[config.mk]
export PLATFORM = sky130hd
export DESIGN_NAME = seg_scan_ctrl
export DESIGN_NICKNAME = d
export VERILOG_FILES = /design/src/rtl/seg_scan_ctrl_pkg.sv /design/src/rtl/seg_scan_ctrl_tick.sv /design/src/rtl/seg_scan_ctrl.sv
export SDC_FILE = /design/constraint.sdc
export NUM_CORES = 1
export LEC_CHECK = 0
export ABC_AREA = 1
export ABC_CLOCK_PERIOD_IN_PS = 5140
export CORE_MARGIN = 3
export CORE_UTILIZATION = 35
export CTS_BUF_LIST = sky130_fd_sc_hd__clkbuf_8
export CTS_CLUSTER_DIAMETER = 120
export DETAILED_ROUTE_END_ITERATION = 8
export PLACE_DENSITY = 0.49
export SYNTH_ARGS = -nofsm -noshare
export SYNTH_HDL_FRONTEND = slang
export SYNTH_HIERARCHICAL = 1
export SYNTH_SLANG_ARGS = --single-unit
export TNS_END_PERCENT = 100
[constraint.sdc]
create_clock -name clk_in -period 5.14 [get_ports clk_in]
set_input_delay 0.771 -clock clk_in [delete_from_list [all_inputs] [get_ports clk_in]]
set_output_delay 0.771 -clock clk_in [all_outputs]
set_load 0.01 [all_outputs]
[src/rtl/seg_scan_ctrl_pkg.sv]
// Shared constants for the seven-segment scan controller: sizes, blanking
// values, FSM state encoding, write payload and the hex-to-segment table.
package seg_scan_ctrl_pkg;

  localparam int unsigned MAX_DIG = 8;
  localparam int unsigned IDX_W   = 3;
  localparam int unsigned NIB_W   = 4;
  localparam int unsigned SEG_W   = 7;
  localparam int unsigned PH_W    = 2;
  localparam int unsigned BRT_W   = 2;

  localparam logic [MAX_DIG-1:0] AN_OFF  = 8'hFF;
  localparam logic [SEG_W-1:0]   SEG_OFF = 7'h7F;
  localparam logic [PH_W-1:0]    PH_LAST = 2'd3;

  typedef enum logic [1:0] {
    ST_IDLE = 2'd0,
    ST_LIT  = 2'd1,
    ST_DARK = 2'd2
  } scan_state_t;

  typedef struct packed {
    logic [IDX_W-1:0] addr;
    logic [NIB_W-1:0] data;
  } wr_req_t;

  // Active-low segments {g,f,e,d,c,b,a}.
  function automatic logic [SEG_W-1:0] seg_decode(input logic [NIB_W-1:0] nib);
    logic [SEG_W-1:0] seg;
    case (nib)
      4'h0:    seg = 7'h40;
      4'h1:    seg = 7'h79;
      4'h2:    seg = 7'h24;
      4'h3:    seg = 7'h30;
      4'h4:    seg = 7'h19;
      4'h5:    seg = 7'h12;
      4'h6:    seg = 7'h02;
      4'h7:    seg = 7'h78;
      4'h8:    seg = 7'h00;
      4'h9:    seg = 7'h10;
      4'hA:    seg = 7'h08;
      4'hB:    seg = 7'h03;
      4'hC:    seg = 7'h46;
      4'hD:    seg = 7'h21;
      4'hE:    seg = 7'h06;
      default: seg = 7'h0E;
    endcase
    return seg;
  endfunction

endpackage

[src/rtl/seg_scan_ctrl_tick.sv]
// Prescaler: counts 0..CLK_DIV-1 and raises tick_c during the terminal count.
// Ports: clk_in (clock), rst (async active-low reset), tick_c (scan tick).
module seg_tick_gen #(
  parameter int unsigned CLK_DIV = 100000
) (
  input  logic clk_in,
  input  logic rst,
  output logic tick_c
);

  localparam int unsigned CNT_W = (CLK_DIV > 1) ? $clog2(CLK_DIV) : 1;
  localparam logic [CNT_W-1:0] CNT_MAX = CNT_W'(CLK_DIV - 1);

  logic [CNT_W-1:0] count;

  assign tick_c = (count == CNT_MAX);

  always_ff @(posedge clk_in or negedge rst) begin
    if (!rst)        count <= '0;
    else if (tick_c) count <= '0;
    else             count <= count + CNT_W'(1);
  end

endmodule

[src/rtl/seg_scan_ctrl.sv]
// Multiplexed seven-segment scan controller with double-buffered digit data.
// Ports: clk_in/rst clock and async active-low reset; wr_en/wr_addr/wr_data
// shadow write; commit copies shadow to active at the next frame boundary;
// wr_ready low while a commit is pending; digit_en enable mask; bright duty;
// AN/seven_seg active-low registered drive; frame_done boundary pulse.
module seg_scan_ctrl
  import seg_scan_ctrl_pkg::*;
#(
  parameter int unsigned CLK_DIV = 100000,
  parameter int unsigned N_DIG   = 8
) (
  input  logic                 clk_in,
  input  logic                 rst,
  input  logic                 wr_en,
  input  logic [IDX_W-1:0]     wr_addr,
  input  logic [NIB_W-1:0]     wr_data,
  output logic                 wr_ready,
  input  logic                 commit,
  input  logic [MAX_DIG-1:0]   digit_en,
  input  logic [BRT_W-1:0]     bright,
  output logic [MAX_DIG-1:0]   AN,
  output logic [SEG_W-1:0]     seven_seg,
  output logic                 frame_done
);

  localparam int unsigned NDIG = (N_DIG > MAX_DIG) ? MAX_DIG : N_DIG;

  scan_state_t        state, state_nxt;
  logic [IDX_W-1:0]   idx, idx_nxt;
  logic [PH_W-1:0]    phase, phase_nxt;
  logic [BRT_W-1:0]   bright_q, bright_nxt;
  logic [NIB_W-1:0]   shadow [MAX_DIG];
  logic [NIB_W-1:0]   active [MAX_DIG];
  logic               commit_pending;
  logic               tick_c;
  logic               copy_c;
  logic               frame_c;
  logic               wr_acc_c;
  logic               commit_acc_c;
  logic [MAX_DIG-1:0] mask_c;
  logic [MAX_DIG-1:0] an_c;
  logic [SEG_W-1:0]   seg_c;
  logic [NIB_W-1:0]   nib_c;
  wr_req_t            wr_req_c;

  seg_tick_gen #(.CLK_DIV(CLK_DIV)) u_tick (
    .clk_in (clk_in),
    .rst    (rst),
    .tick_c (tick_c)
  );

  // Lowest enabled digit index.
  function automatic logic [IDX_W-1:0] first_en(input logic [MAX_DIG-1:0] m);
    logic [IDX_W-1:0] r;
    r = '0;
    for (int k = int'(NDIG) - 1; k >= 0; k--) begin
      if (m[k]) r = IDX_W'(k);
    end
    return r;
  endfunction

  // Next enabled digit after cur in wrap-around order; cur itself if it is the only one.
  function automatic logic [IDX_W-1:0] next_en(input logic [IDX_W-1:0] cur,
                                               input logic [MAX_DIG-1:0] m);
    logic [IDX_W-1:0] r;
    int               cand;
    r = cur;
    for (int k = int'(NDIG); k >= 1; k--) begin
      cand = (int'(cur) + k) % int'(NDIG);
      if (m[cand]) r = IDX_W'(cand);
    end
    return r;
  endfunction

  // Enable mask restricted to implemented digits.
  always_comb begin
    mask_c = '0;
    for (int i = 0; i < int'(MAX_DIG); i++) begin
      mask_c[i] = digit_en[i] && (i < int'(NDIG));
    end
  end

  assign wr_req_c     = '{addr: wr_addr, data: wr_data};
  assign wr_acc_c     = wr_en && wr_ready && (32'(wr_req_c.addr) < NDIG);
  assign commit_acc_c = commit && wr_ready;

  // Scan FSM next state; everything moves only on tick.
  always_comb begin
    state_nxt  = state;
    idx_nxt    = idx;
    phase_nxt  = phase;
    bright_nxt = bright_q;
    frame_c    = 1'b0;
    copy_c     = 1'b0;
    if (tick_c) begin
      unique case (state)
        ST_IDLE: begin
          copy_c = commit_pending;
          if (|mask_c) begin
            state_nxt  = ST_LIT;
            idx_nxt    = first_en(mask_c);
            phase_nxt  = '0;
            bright_nxt = bright;
          end
        end
        ST_LIT, ST_DARK: begin
          if (phase == PH_LAST) begin
            phase_nxt = '0;
            if (|mask_c) begin
              state_nxt  = ST_LIT;
              idx_nxt    = next_en(idx, mask_c);
              bright_nxt = bright;
              // Wrapping to an index not above the current one closes the frame.
              if (idx_nxt <= idx) begin
                frame_c = 1'b1;
                copy_c  = commit_pending;
              end
            end else begin
              state_nxt = ST_IDLE;
            end
          end else begin
            phase_nxt = phase + PH_W'(1);
            if (state == ST_LIT && phase == bright_q) state_nxt = ST_DARK;
          end
        end
        default: state_nxt = ST_IDLE;
      endcase
    end
  end

  // Drive values for the coming cycle; a committing boundary shows the new data at once.
  always_comb begin
    an_c  = AN_OFF;
    seg_c = SEG_OFF;
    nib_c = copy_c ? shadow[idx_nxt] : active[idx_nxt];
    if (state_nxt == ST_LIT) begin
      an_c  = ~(MAX_DIG'(1) << idx_nxt);
      seg_c = seg_decode(nib_c);
    end
  end

  // FSM state register.
  always_ff @(posedge clk_in or negedge rst) begin
    if (!rst) begin
      state    <= ST_IDLE;
      idx      <= '0;
      phase    <= '0;
      bright_q <= '0;
    end else begin
      state    <= state_nxt;
      idx      <= idx_nxt;
      phase    <= phase_nxt;
      bright_q <= bright_nxt;
    end
  end

  // Registered display outputs.
  always_ff @(posedge clk_in or negedge rst) begin
    if (!rst) begin
      AN         <= AN_OFF;
      seven_seg  <= SEG_OFF;
      frame_done <= 1'b0;
    end else begin
      AN         <= an_c;
      seven_seg  <= seg_c;
      frame_done <= frame_c;
    end
  end

  // Shadow/active buffers and commit handshake; wr_ready mirrors !commit_pending.
  always_ff @(posedge clk_in or negedge rst) begin
    if (!rst) begin
      for (int i = 0; i < int'(MAX_DIG); i++) begin
        shadow[i] <= '0;
        active[i] <= '0;
      end
      commit_pending <= 1'b0;
      wr_ready       <= 1'b1;
    end else begin
      if (wr_acc_c) shadow[wr_req_c.addr] <= wr_req_c.data;
      if (copy_c) begin
        for (int i = 0; i < int'(MAX_DIG); i++) active[i] <= shadow[i];
        commit_pending <= 1'b0;
        wr_ready       <= 1'b1;
      end else if (commit_acc_c) begin
        commit_pending <= 1'b1;
        wr_ready       <= 1'b0;
      end
    end
  end

endmodule

==> reports/metrics.yaml, run 1 <==
global_routing:
  grt_max_degree: 59
  first_global_vias: 5042
  grt_pass1_wl_mm: 26.5
  antenna_found_initial: 0
  overflow: 0
  grtUsageTotal_pct: 16.7
clock_tree:
  post_cts_resized: 0
  h-tree-depth: 3
  cts_tree: "yes"
  cts_setup_buffers: 0
  numCtsBuffers: 9
  cts_hold_buf: 0
  path_clk_slew_ns: 0.11
  cts.sinks: 108
  insertion_delay_ns: 0.39
  cts-root-buf: "clkbuf_8"
  ctsLongestPathBuffers: 2
synth:
  yosysWarnings: 6
  synth_top_flop_cell: "dfrtp_1"
  yosysTopAreaCell: "dfrtp_1"
  synth-edff-count: 0
  syn_nets: 899
  synthArstFlopShare_pct: 100
  synth_cell_types: 46
  yosysTopAreaCellShare_pct: 36.8
  avgSynthCellArea_um2: 7.27
  yosysSeqAreaShare_pct: 43.5
  synth.area.top_cells: "dfrtp_1 37%, nand2_1 20%, nand3_1 7.1%"
  synthesis.instances: 862
  synth_seq_cells: 108
  synthesis.area_um2: 6260
critical_path:
  r2r_cells: 28
  cp_top_family: "simple AND/OR/NAND/NOR gates"
  worstReg2RegEnd: "seven_seg[3]$_DFF_PN1_"
  r2r-start: "idx[1]$_DFF_PN0_"
  worst-path-buf-inv: 6
  end_kind: "flop"
  crit_path_top_delay_cell: "dfrtp_1"
  start_kind: "flop"
  crit_top_cell: "nand2_1"
  critical_path_arrival_ns: 4.76
  critPathKind: "flop to flop"
  critPathMaxFanout: 25
  cp.required_ns: 5.47
  ff2ff_setup_slack_ns: 0.71
  slowest_delay_ns: 0.60
route:
  drtPass1Iterations: 4
  wl_mm: 15.9
  wl_per_cell_um: 14.1
  num_vias: 5341
  drtIter0Drc: 277
  ant_nets: 0
  drc_errors: 0
  avgViaCountPerCell: 4.73
die:
  row_count: 48
  die-area_um2: 19500
  fp.dieW_um: 140
  start_util_pct: 36.0
  io_pins: 38
  fp.dieH_um: 140
  fp.coreArea_um2: 17400
finish:
  final-seq-area_um2: 2720
  multiInputGateArea_um2: 3070
  fin_nets: 935
  nFillCells: 1872
  n_antenna_cell: 0
  area_growth_pct: 12.6
  final_layout_size_suffix_gt1_share_pct: 9.97
sta:
  timing.fmax_mhz: 226
  skew_ns: 0.0109
  maxSlewViolCount: 0
  tightest_slew_ns: 0.763
  setup_viol: 0
  hold_viol: 0
  setup-tns-final_ns: 0
  period_share_pct: 86.1
  rsz0062_at_grt: "false"
  layout_min_cycle_time_ns: 4.43
  max_slew_margin_pct: 49.1
placed_design:
  port_buffers: 37
  place_hpwl_mm: 11.6
  gp_congestion: 0.854
power:
  power_leakage_nw: 3.46
  powerDensity_nw_per_um2: 216
  ir_worst_vdd_mv: 0.129
  p_total_w: 0.00153
hold_path:
  min_path_type: "primary input to async pin"
flow_run:
  drv_cap: 0
outcome:
  status: "finished clean"
[state kept, by name (all words and copies together), names as in the netlist, 2 cells and up]
register	cells
seven_seg	7
bright_q	2
phase	2
u_tick/count	17
AN	8
idx	3
active	32
state	2
shadow	32
[Yosys cell counts (2+ instances only)]
library cell  instances
and2_1                3
buf_6                 5
o211ai_1              3
o21ai_0              49
nor4_1                2
buf_2                 3
nand3_2               4
xor2_1                4
o21ai_1              11
nand2_1             342
inv_1                74
nand3_1              89
dfstp_2              16
a21oi_1              21
nand3b_1              2
nor2_2                6
o21bai_1              3
nor2_1               54
o21ai_2               2
clkbuf_1              6
buf_4                 4
nand2_2              12
a21oi_4               2
ha_1                 16
nor3_1                3
inv_2                12
nand4_1               4
dfrtp_1              92
[cells in the final DEF, fill, tap and decap left out, types with 2 or more instances in the layout]
cell,netlist,final
nand2_1,342,342
dfrtp_1,92,92
nand3_1,89,88
inv_1,74,74
nor2_1,54,54
o21ai_0,49,49
clkdlybuf4s50_1,0,36
a21oi_1,21,21
dfstp_2,16,16
ha_1,16,16
inv_2,12,12
nand2_2,12,12
o21ai_1,11,11
clkbuf_8,0,10
buf_4,4,9
nor2_2,6,6
nand3_2,4,5
nand4_1,4,4
xor2_1,4,4
and2_1,3,3
nor3_1,3,3
o21bai_1,3,3
o211ai_1,3,3
inv_6,1,2
nand3b_1,2,2
nor4_1,2,2
a21oi_4,2,2
o21ai_2,2,2
[how the worst max path moves through the flow]
stage,start,endpoint,slack [ns],depth (start not counted)
2_1_floorplan,idx[0]$_DFF_PN0_,seven_seg[3]$_DFF_PN1_,1.53,31
3_3_place_gp,digit_en[7],seven_seg[3]$_DFF_PN1_,0.51,28
3_5_place_dp,digit_en[7],seven_seg[3]$_DFF_PN1_,0.52,28
4_1_cts,idx[1]$_DFF_PN0_,seven_seg[3]$_DFF_PN1_,0.71,28
5_1_grt,u_tick/count[0]$_DFF_PN0_,seven_seg[3]$_DFF_PN1_,0.19,27
6_report,idx[1]$_DFF_PN0_,seven_seg[3]$_DFF_PN1_,0.71,28
[cells by family (layout without fill, tap and decap cells)]
kind of cell | Yosys count | count (layout) | share of synthesized area (%)
xor+xnor | 7 | 7 | 1.22
simple gates | 524 | 524 | 35.3
buf+inv | 108 | 149 | 7.67
mux | 1 | 1 | 0.180
flops | 108 | 108 | 43.5
compound gates | 98 | 98 | 8.93
fa+ha+maj | 16 | 16 | 3.20
[worst register-to-register path: cells and delay by family (launching register included)]
kind                       cells  cell delay (ns)
buffers and inverters          6             0.78
and+or+nand+nor               14             1.37
DFF                            1             0.60
adders and majority gates      3             0.97
AOI/OAI and AO/OA              5             0.65
[power breakdown]
group	switching, W	internal (W)	total [W]	leakage, nW
sequential	0.00000559	0.000856	0.000862	1.41
clock	0.000333	0.000249	0.000582	0.108
combinational	0.0000506	0.0000303	0.0000809	1.94
total	0.000390	0.00114	0.00153	3.46
[layer usage]
layer / track usage, % / part of all wire, % / wire length (um) / vias to the layer above
met4: 3.11 / 0.94 / 149 / 0
li1: - / - / - / 2811
met3: 3.47 / 3.3 / 524 / 9
met5: 0 / 0 / 0 / -
met1: 23.0 / 50 / 7870 / 2448
met2: 27.7 / 46 / 7360 / 73
[final cells by class]
class | count | share of cell area (%)
Tap cell | 225 | 3.99
Clock inverter | 6 | 1.17
Multi-Input combinational cell | 646 | 43.4
Timing Repair Buffer | 45 | 6.06
Inverter | 88 | 4.79
Sequential cell | 108 | 38.6
Clock buffer | 10 | 1.95
[metrics by stage]
step	setup WS [ns]	area, um^2	util [%]	hold slack, ns	std cells
final	0.714	7060	40.5	0.448	1128
after CTS	0.715	7060	40.5	0.467	1128
after global routing	0.186	7060	40.5	0.482	1128
after floorplan	1.53	6260	-	0.449	862
after global placement	0.513	6840	39.2	0.467	1112
after detailed placement	0.519	6840	39.2	0.466	1112
No activity file was read; power rests on OpenSTA's default activity.
==> run 2: changes to the inputs <==
Settings changed: CAP_MARGIN from default to 20.
==> results of run 2 <==
Final layout, timing and power as in run 1 (identical DEF).
==> run 3: changes to the inputs <==
Settings changed: PLACE_DENSITY 0.49 to default.
==> reports/metrics.yaml, run 3 (synthesis results as in run 1) <==
outcome:
  status: "finished clean"
placed_design:
  port_buffers: 37  # unchanged
  gp_congestion: 0.876  # +2.6%
  place_hpwl_mm: 10.6  # -7.9%
  place_ws_ns: 0.566  # +0.0472 ns
critical_path:
  critPathKind: "flop to flop"
  crit_top_cell: "nand2_1"
  slowest_delay_ns: 0.60  # about the same
  cp.required_ns: 5.44  # -0.03 ns
  end_kind: "flop"
  start_kind: "flop"
  worst-path-buf-inv: 6  # unchanged
  cp_top_family: "simple AND/OR/NAND/NOR gates"
  critical_path_arrival_ns: 4.73  # -0.03 ns
  critPathMaxFanout: 46  # +84%
  crit_path_top_delay_cell: "dfrtp_1"
clock_tree:
  cts.sinks: 108  # unchanged
  numCtsBuffers: 9  # unchanged
  cts_setup_buffers: 0  # unchanged
  ctsLongestPathBuffers: 2  # unchanged
  cts_tree: "yes"
  cts_hold_buf: 0  # unchanged
  post_cts_resized: 0  # unchanged
  insertion_delay_ns: 0.40  # about the same
  cts-root-buf: "clkbuf_8"
  h-tree-depth: 3  # unchanged
  path_clk_slew_ns: 0.11  # about the same
power:
  comb_power_share_pct: 5.5  # +0.2 points
  clkPwrFrac_pct: 36.4  # -1.8 points
  p_int_w: 0.00108  # -4.5%
  p_total_w: 0.00148  # -2.8%
  power_leakage_nw: 3.46  # -0.19%
  powerDensity_nw_per_um2: 211  # -2.4%
  ir_worst_vdd_mv: 0.124  # -3.7%
  p_switching_w: 0.000398  # +2.0%
  swShare_pct: 26.8  # +1.3 points
  pwr-share-seq_pct: 58.2  # +1.7 points
hold_path:
  min_path_type: "primary input to async pin"
global_routing:
  overflow: 0  # unchanged
  grt_pass1_wl_mm: 25.2  # -4.9%
  busiest_layer: "met2"
  use_met1_pct: 23.2  # +0.28 points
  grtUsageMet2_pct: 23.4  # -4.3 points
  antenna_found_initial: 0  # unchanged
  grt_max_degree: 57  # -3.4%
  first_global_vias: 4980  # -1.2%
  grtUsageTotal_pct: 15.5  # -1.2 points
  met3_usage_pct: 2.58  # -0.89 points
sta:
  timing.fmax_mhz: 226  # about the same
  setup-tns-final_ns: 0  # unchanged
  setup_viol: 0  # unchanged
  period_share_pct: 86.1  # about the same
  hold_viol: 0  # unchanged
  skew_ns: 0.0251  # +0.0142 ns
  layout_min_cycle_time_ns: 4.43  # -0.000770 ns
  max_slew_margin_pct: 50.1  # +0.94 points
  rsz0062_at_grt: "false"
  maxSlewViolCount: 0  # unchanged
  fin_ws_ns: 0.715  # +0.000770 ns
  tightest_slew_ns: 0.749  # -0.0141 ns
route:
  num_vias: 5361  # +0.37%
  drtIter0Drc: 340  # +23%
  drtPass1Iterations: 5  # +1
  drc_errors: 0  # unchanged
  wl_mm: 14.7  # -7.3%
  wl_per_cell_um: 13.1  # -7.2%
  ant_nets: 0  # unchanged
  avgViaCountPerCell: 4.76  # +0.46%
die:
  fp.dieH_um: 140  # unchanged
  fp.dieW_um: 140  # unchanged
  die-area_um2: 19500  # unchanged
  start_util_pct: 36.0  # unchanged
  row_count: 48  # unchanged
  fp.coreArea_um2: 17400  # unchanged
  io_pins: 38  # unchanged
finish:
  final-seq-area_um2: 2720  # unchanged
  reg_top3: "active: 32 flops, shadow: 32 flops, u_tick/count: 17 flops"
  multiInputGateArea_um2: 3060  # -0.16%
  final_common_cell: "nand2_1"
  final_cell_mix: "342 x nand2_1, 92 x dfrtp_1, 89 x nand3_1"
  fin_nets: 934  # -0.11%
  area_growth_pct: 12.2
  final_layout_size_suffix_gt1_share_pct: 9.76  # -0.21 points
  nFillCells: 1860  # -0.64%
  n_antenna_cell: 0  # unchanged
flow_run:
  drv_cap: 0  # unchanged
run 3: layout make-up:
type / count / area share [%]
multi-input cells: 646 / 43.5
flip-flops and latches: 108 / 38.7
repair buffers: 44 / 5.98
inverters: 88 / 4.81
well taps: 225 / 4.01
clock buffers: 9 / 1.76
clock inverters: 7 / 1.16
run 3: worst paths after layout:
| check | startpoint | end | slack, ns | depth (start not counted) |
|---|---|---|---|---|
| hold / removal | rst | u_tick/count[16]$_DFF_PN0_ | 0.44 | 1 |
| max in group asynchronous | rst | active[5]$_DFFE_PN0N_ | 3.52 | 2 |
| setup / recovery | idx[1]$_DFF_PN0_ | seven_seg[3]$_DFF_PN1_ | 0.71 | 32 |
| min in group clk_in | active[11]$_DFFE_PN0N_ | active[11]$_DFFE_PN0N_ | 0.49 | 2 |
| setup reg to reg | idx[1]$_DFF_PN0_ | seven_seg[3]$_DFF_PN1_ | 0.71 | 32 |
| hold reg to reg | active[11]$_DFFE_PN0N_ | active[11]$_DFFE_PN0N_ | 0.49 | 2 |
run 3: metal layers:
metal	vias up	share of wire (%)
met3	15	3.9
met1	2435	51
met4	0	1.3
li1	2804	-
met2	107	44
met5	-	0
run 3: power groups by stage:
stage                logic, W  registers, W  clock network, W
floorplan           0.0000366      0.000876                 0
global placement    0.0000823      0.000878                 0
finish              0.0000808      0.000862          0.000539
detailed placement  0.0000822      0.000878                 0
CTS                 0.0000826      0.000862          0.000563
global route        0.0000931      0.000863          0.000599
run 3: per-stage QoR:
| step | hold WS, ns | utilization [%] | instances | instance area [um^2] |
|---|---|---|---|---|
| floorplan | 0.449 | - | 862 | 6260 |
| global placement | 0.462 | 39.2 | 1111 | 6820 |
| detailed placement | 0.466 | 39.2 | 1111 | 6820 |
| CTS | 0.448 | 40.4 | 1127 | 7030 |
| global route | 0.473 | 40.4 | 1127 | 7030 |
| finish | 0.438 | 40.4 | 1127 | 7030 |
